<file path="src/rtl/ccff_chain_loader.sv">
// ----------------------------------------------------------------------------
// ccff_chain_loader
//   Loads an I/O-tile configuration flip-flop chain from a valid/ready word
//   stream. Each word is serialized LSB first onto ccff_head, with
//   ccff_shift_en qualifying each chain clock, until exactly CHAIN_LEN bits
//   have been shifted. isol_n holds the tiles isolated until the load is done.
//
//   Optional feature macro: CCFF_LOOPBACK_CHECK_EN
//     When defined, the chain is recirculated once after loading (tail fed
//     back to head). A CRC-8 of the loaded bits is compared with a CRC-8 of
//     the bits coming back out of ccff_tail. A mismatch raises cfg_err.
//     When undefined, cfg_err is tied low and no CRC logic exists.
//
// Ports
//   prog_clk       programming clock, all state on rising edge
//   prog_reset_n   asynchronous active-low reset
//   cfg_start      single-cycle load request (honoured in IDLE/DONE)
//   cfg_data       configuration word, DATA_W bits
//   cfg_valid      cfg_data valid
//   cfg_ready      word accepted this cycle when high with cfg_valid
//   ccff_tail      serial output of the last chain flip-flop
//   ccff_head      serial input to the first chain flip-flop
//   ccff_shift_en  chain clock enable
//   isol_n         tile isolation, 0 = isolated
//   cfg_busy       load or verify in progress
//   cfg_done       chain loaded (level, held until next accepted start)
//   cfg_err        loopback mismatch, valid while cfg_done is high
// ----------------------------------------------------------------------------
module ccff_chain_loader #(
    parameter int DATA_W    = 8,
    parameter int CHAIN_LEN = 4
) (
    input  logic              prog_clk,
    input  logic              prog_reset_n,
    input  logic              cfg_start,
    input  logic [DATA_W-1:0] cfg_data,
    input  logic              cfg_valid,
    output logic              cfg_ready,
    input  logic              ccff_tail,
    output logic              ccff_head,
    output logic              ccff_shift_en,
    output logic              isol_n,
    output logic              cfg_busy,
    output logic              cfg_done,
    output logic              cfg_err
);

    localparam int BL_W = $clog2(CHAIN_LEN + 1);
    localparam int WB_W = $clog2(DATA_W + 1);

    typedef enum logic [1:0] {
        ST_IDLE   = 2'd0,
        ST_SHIFT  = 2'd1,
        ST_VERIFY = 2'd2,
        ST_DONE   = 2'd3
    } state_t;

    state_t            state_r;
    logic [DATA_W-1:0] wreg_r;
    logic [WB_W-1:0]   wbits_r;
    logic [BL_W-1:0]   bits_left_r;
    logic              head_r;
    logic              shift_en_r;
    logic              isol_n_r;
    logic              busy_r;
    logic              done_r;

    logic              ready_s;
    logic              accept_s;
    logic [31:0]       rem_s;
    logic [WB_W-1:0]   load_bits_s;

`ifdef CCFF_LOOPBACK_CHECK_EN
    logic [7:0]        crc_load_r;
    logic [7:0]        crc_ver_r;
    logic [7:0]        crc_ver_next_s;
    logic [BL_W-1:0]   vcnt_r;
    logic              err_r;

    // Serial CRC-8, polynomial 0x07, one bit per call.
    function automatic logic [7:0] crc8_step(input logic [7:0] crc, input logic bit_in);
        logic fb;
        fb = crc[7] ^ bit_in;
        return {crc[6:0], 1'b0} ^ (fb ? 8'h07 : 8'h00);
    endfunction

    assign crc_ver_next_s = crc8_step(crc_ver_r, ccff_tail);
    // During recirculation the head follows the tail so the chain is restored.
    assign ccff_head      = (state_r == ST_VERIFY) ? ccff_tail : head_r;
    assign cfg_err        = err_r;
`else
    logic unused_tail_s;
    assign unused_tail_s = ccff_tail;
    assign ccff_head     = head_r;
    assign cfg_err       = 1'b0;
`endif

    assign cfg_ready     = ready_s;
    assign ccff_shift_en = shift_en_r;
    assign isol_n        = isol_n_r;
    assign cfg_busy      = busy_r;
    assign cfg_done      = done_r;

    // Word acceptance: take a new word while the last bit of the previous one
    // is going out, but never fetch beyond the bits still owed to the chain.
    always_comb begin
        rem_s       = 32'(bits_left_r) - 32'(wbits_r);
        ready_s     = 1'b0;
        load_bits_s = {WB_W{1'b0}};
        if ((state_r == ST_SHIFT) && (32'(wbits_r) <= 32'd1) &&
            (32'(bits_left_r) > 32'(wbits_r))) begin
            ready_s = 1'b1;
        end else begin
            ready_s = 1'b0;
        end
        if (rem_s > 32'(DATA_W)) begin
            load_bits_s = WB_W'(DATA_W);
        end else begin
            load_bits_s = WB_W'(rem_s);
        end
        accept_s = ready_s & cfg_valid;
    end

    // Loader state machine with registered chain-side outputs.
    always_ff @(posedge prog_clk or negedge prog_reset_n) begin
        if (!prog_reset_n) begin
            state_r     <= ST_IDLE;
            wreg_r      <= {DATA_W{1'b0}};
            wbits_r     <= {WB_W{1'b0}};
            bits_left_r <= {BL_W{1'b0}};
            head_r      <= 1'b0;
            shift_en_r  <= 1'b0;
            isol_n_r    <= 1'b0;
            busy_r      <= 1'b0;
            done_r      <= 1'b0;
`ifdef CCFF_LOOPBACK_CHECK_EN
            crc_load_r  <= 8'h00;
            crc_ver_r   <= 8'h00;
            vcnt_r      <= {BL_W{1'b0}};
            err_r       <= 1'b0;
`endif
        end else begin
            case (state_r)
                ST_IDLE, ST_DONE: begin
                    if (cfg_start) begin
                        state_r     <= ST_SHIFT;
                        busy_r      <= 1'b1;
                        done_r      <= 1'b0;
                        isol_n_r    <= 1'b0;
                        shift_en_r  <= 1'b0;
                        bits_left_r <= BL_W'(CHAIN_LEN);
                        wbits_r     <= {WB_W{1'b0}};
`ifdef CCFF_LOOPBACK_CHECK_EN
                        err_r       <= 1'b0;
                        crc_load_r  <= 8'h00;
                        crc_ver_r   <= 8'h00;
`endif
                    end else begin
                        shift_en_r <= 1'b0;
                    end
                end
                ST_SHIFT: begin
                    if (bits_left_r == {BL_W{1'b0}}) begin
                        // The last bit was captured by the chain at this edge.
`ifdef CCFF_LOOPBACK_CHECK_EN
                        state_r    <= ST_VERIFY;
                        shift_en_r <= 1'b1;
                        vcnt_r     <= BL_W'(CHAIN_LEN);
`else
                        state_r    <= ST_DONE;
                        shift_en_r <= 1'b0;
                        busy_r     <= 1'b0;
                        done_r     <= 1'b1;
                        isol_n_r   <= 1'b1;
`endif
                    end else begin
                        if (wbits_r != {WB_W{1'b0}}) begin
                            head_r      <= wreg_r[0];
                            shift_en_r  <= 1'b1;
                            bits_left_r <= bits_left_r - BL_W'(1);
`ifdef CCFF_LOOPBACK_CHECK_EN
                            crc_load_r  <= crc8_step(crc_load_r, wreg_r[0]);
`endif
                        end else begin
                            // Stall: head keeps its value, chain not clocked.
                            shift_en_r <= 1'b0;
                        end
                        if (accept_s) begin
                            wreg_r  <= cfg_data;
                            wbits_r <= load_bits_s;
                        end else if (wbits_r != {WB_W{1'b0}}) begin
                            wreg_r  <= wreg_r >> 1;
                            wbits_r <= wbits_r - WB_W'(1);
                        end else begin
                            wreg_r <= wreg_r;
                        end
                    end
                end
`ifdef CCFF_LOOPBACK_CHECK_EN
                ST_VERIFY: begin
                    crc_ver_r <= crc_ver_next_s;
                    vcnt_r    <= vcnt_r - BL_W'(1);
                    if (vcnt_r == BL_W'(1)) begin
                        state_r    <= ST_DONE;
                        shift_en_r <= 1'b0;
                        busy_r     <= 1'b0;
                        done_r     <= 1'b1;
                        isol_n_r   <= 1'b1;
                        err_r      <= (crc_load_r != crc_ver_next_s);
                    end else begin
                        shift_en_r <= 1'b1;
                    end
                end
`endif
                default: begin
                    state_r    <= ST_IDLE;
                    shift_en_r <= 1'b0;
                    busy_r     <= 1'b0;
                    done_r     <= 1'b0;
                    isol_n_r   <= 1'b0;
                end
            endcase
        end
    end

endmodule

</file>
<file path="config.mk">
export PLATFORM = sky130hd
export DESIGN_NAME = ccff_chain_loader
export DESIGN_NICKNAME = d
export VERILOG_FILES = /design/src/rtl/ccff_chain_loader.sv
export SDC_FILE = /design/constraint.sdc
export NUM_CORES = 1
export LEC_CHECK = 0
export ABC_AREA = 1
export BUFFER_PORTS_ARGS = -buffer_cell sky130_fd_sc_hd__buf_4
export CORE_MARGIN = 2
export CORE_UTILIZATION = 39
export DETAILED_ROUTE_END_ITERATION = 10
export PLACE_DENSITY = 0.56
export REMOVE_ABC_BUFFERS = 1
export SLEW_MARGIN = 10
export SYNTH_ARGS = -nofsm -noshare
export SYNTH_HDL_FRONTEND = slang
export SYNTH_SLANG_ARGS = --single-unit
</file>
<file path="constraint.sdc">
create_clock -name prog_clk -period 2.41 [get_ports prog_clk]
set_clock_uncertainty 0.15 [all_clocks]
set_input_delay 0.723 -clock prog_clk [delete_from_list [all_inputs] [get_ports prog_clk]]
set_output_delay 0.723 -clock prog_clk [all_outputs]
set_load 0.005 [all_outputs]
</file>
==> reports/metrics.csv <==
metric;value;unit
multi_input_area;836;um^2
die_height;64.1;um
tns;0;ns
seq_area;502;um^2
switching_power;0.00122;W
cp.arrival;1.50;ns
ys_warn_count;0;
worstSkewPairLatency;0.30;ns
drc;0;
cp.required;1.54;ns
r2r_end;wbits_r[0];
ctsHoldBuffers;0;
seq_area_frac_synth;0.355;
finalMaxSlewViolations;0;
async_flop_share;1.00;
die_x;64.1;um
status;finished, final reports clean;
setup_viol;0;
r2r_start;state_r[1];
worstHoldPathType;input pin to asynchronous set/reset pin;
fin_crit;2.37;ns
insertedDiodeCount;0;
p_seq_frac;0.223;
num_rows;21;
ir_drop;0.000840;V
dieArea;4110;um^2
syn_avg_cell_area;7.66;um^2
timing.fmax;422;MHz
ys_types;26;
drtIter0Drc;82;
power_frac_clock;0.079;
p_leak;0.919;nW
final_cell_mix;nand2_1, buf_4, nand3_1;
fillCellCount;343;
antenna_found_initial;0;
grt.overflow.total;0;
design_area;1730;um^2
cts_max_path_buffers;2;
ys.flop_type;dfrtp_1;
fin_nets;235;
grt_pass1_vias;1183;
period_share;0.983;
clkTransAtPathRegs;0.11;ns
wl_per_cell;12.0;um
p_comb_frac;0.698;
ys_ff_latch;20;
cts_buffers;3;
start_kind;register;
routed_wl;3060;um
root_buffer;clkbuf_4;
final_common_cell;nand2_1;
synthCells;184;
vias;1214;
critPathCaptureType;primary output;
cts_tree;yes;
p_int;0.00130;W
critical_path_class;register to primary output;
rrSetupSlack;0.33;ns
io_buffers;17;
ios;20;
core;3420;um^2
reg2reg_depth;9;
drive_gt1_frac;0.295;
synth_edf_count;0;
rsz0062_at_grt;yes;
htreeDepth;1;
start_util;0.413;
grt_pass1_wl;5320;um
swShare;0.485;
avgViaCountPerCell;4.74;
grt_max_degree;21;
hold_violations;0;
synth_area;1410;um^2
gp_congestion;0.854;
dpl.hpwl;2220;um
maxCapViolations;0;
hold_ws;0.130;ns
clock_sinks;20;
firstDrtPassIters;4;
grt.total_usage;0.163;
p_per_area;1460;nW/um^2
antenna_left;0;
syn2layout_area_growth;22.4;%
worstPathMaxFanout;7;
postPlaceCellArea;1570;um^2
worst max-delay path by stage:
stage | start | to | slack [ns] | depth (start not counted)
6_report | wbits_r[2] | cfg_ready | 0.04 | 9
5_1_grt | wbits_r[1] | cfg_ready | -0.05 | 7
4_1_cts | wbits_r[0] | cfg_ready | 0.01 | 9
3_5_place_dp | wbits_r[1] | cfg_ready | 0.22 | 8
3_3_place_gp | wbits_r[1] | cfg_ready | 0.21 | 8
2_1_floorplan | wbits_r[2] | cfg_ready | 0.30 | 7
what timing repair did:
item                       in CTS  in global routing
pin swaps                       1                  5
resized for setup               7                 11
cloned                          0                  0
setup endpoints to repair       1                  1
buffers inserted                3                  4
critical path: stages (launching register included):
cell and delay (ns):
dfrtp_1 0.39, inv_2 0.06, ha_4 0.31, nand2_2 0.06, nand2_2 0.08, inv_2 0.04, nand2_4 0.08, nand2_2 0.05
inv_2 0.05, buf_6 0.08
layout make-up:
| type | instances | area share |
|---|---|---|
| flip-flops and latches | 20 | 0.291 |
| repair buffers | 27 | 0.120 |
| well taps | 46 | 0.0333 |
| clock buffers | 4 | 0.0210 |
| inverters | 23 | 0.0514 |
| multi-input cells | 136 | 0.484 |
through the flow:
step           utilization  cells  total power, W  setup slack (ns)
5_1_grt              0.505    256         0.00279           -0.0509
3_3_place_gp         0.458    245         0.00203             0.214
6_report             0.505    256         0.00253            0.0406
3_5_place_dp         0.458    245         0.00206             0.215
4_1_cts              0.486    252         0.00237            0.0106
2_1_floorplan            -    179         0.00168             0.297
logic make-up (layout without fill, tap and decap cells):
family          Yosys count  count (layout)  synth area share
simple gates            108             108             0.364
buf+inv                  28              54             0.100
flops                    20              20             0.355
compound gates           13              13            0.0568
fa+ha+maj                11              11             0.103
xor+xnor                  3               3            0.0186
other cells               1               1           0.00266
power by group through the flow:
| stage | Clock [W] | Sequential [W] | Combinational, W |
|---|---|---|---|
| 4_1_cts | 0.000210 | 0.000562 | 0.00160 |
| 5_1_grt | 0.000223 | 0.000581 | 0.00198 |
| 3_5_place_dp | 0 | 0.000564 | 0.00149 |
| 2_1_floorplan | 0 | 0.000553 | 0.00113 |
| 6_report | 0.000199 | 0.000564 | 0.00176 |
| 3_3_place_gp | 0 | 0.000562 | 0.00147 |
synthesized netlist by cell type, types with 2 or more instances:
library cell | instances | area (um^2)
o21ai_0 | 5 | 25.0
buf_4 | 2 | 15.0
ha_1 | 10 | 125
nor2_1 | 7 | 26.3
nand3b_1 | 3 | 22.5
buf_6 | 2 | 22.5
a21oi_1 | 6 | 30.0
nand2_4 | 3 | 33.8
nand2_1 | 65 | 244
dfrtp_1 | 20 | 500
nand3_1 | 22 | 110
inv_1 | 19 | 71.3
nor2_4 | 3 | 33.8
inv_2 | 3 | 11.3
nand4_1 | 2 | 12.5
xor2_1 | 2 | 17.5
layer usage:
layer | routed length (um) | track usage | share of wire | vias to the layer above
met4 | 13 | 0.0319 | 0.0042 | 0
met2 | 1520 | 0.277 | 0.50 | 19
li1 | - | - | - | 634
met5 | 0 | 0 | 0 | -
met1 | 1410 | 0.209 | 0.46 | 559
met3 | 116 | 0.0405 | 0.038 | 2
flip-flops by register name (all words and copies together) (netlist names):
signal,count
state_r,2
bits_left_r,3
ccff_head,1
cfg_busy,1
wreg_r,8
ccff_shift_en,1
wbits_r,4
Note: power is estimated with default switching activity, not from simulation.
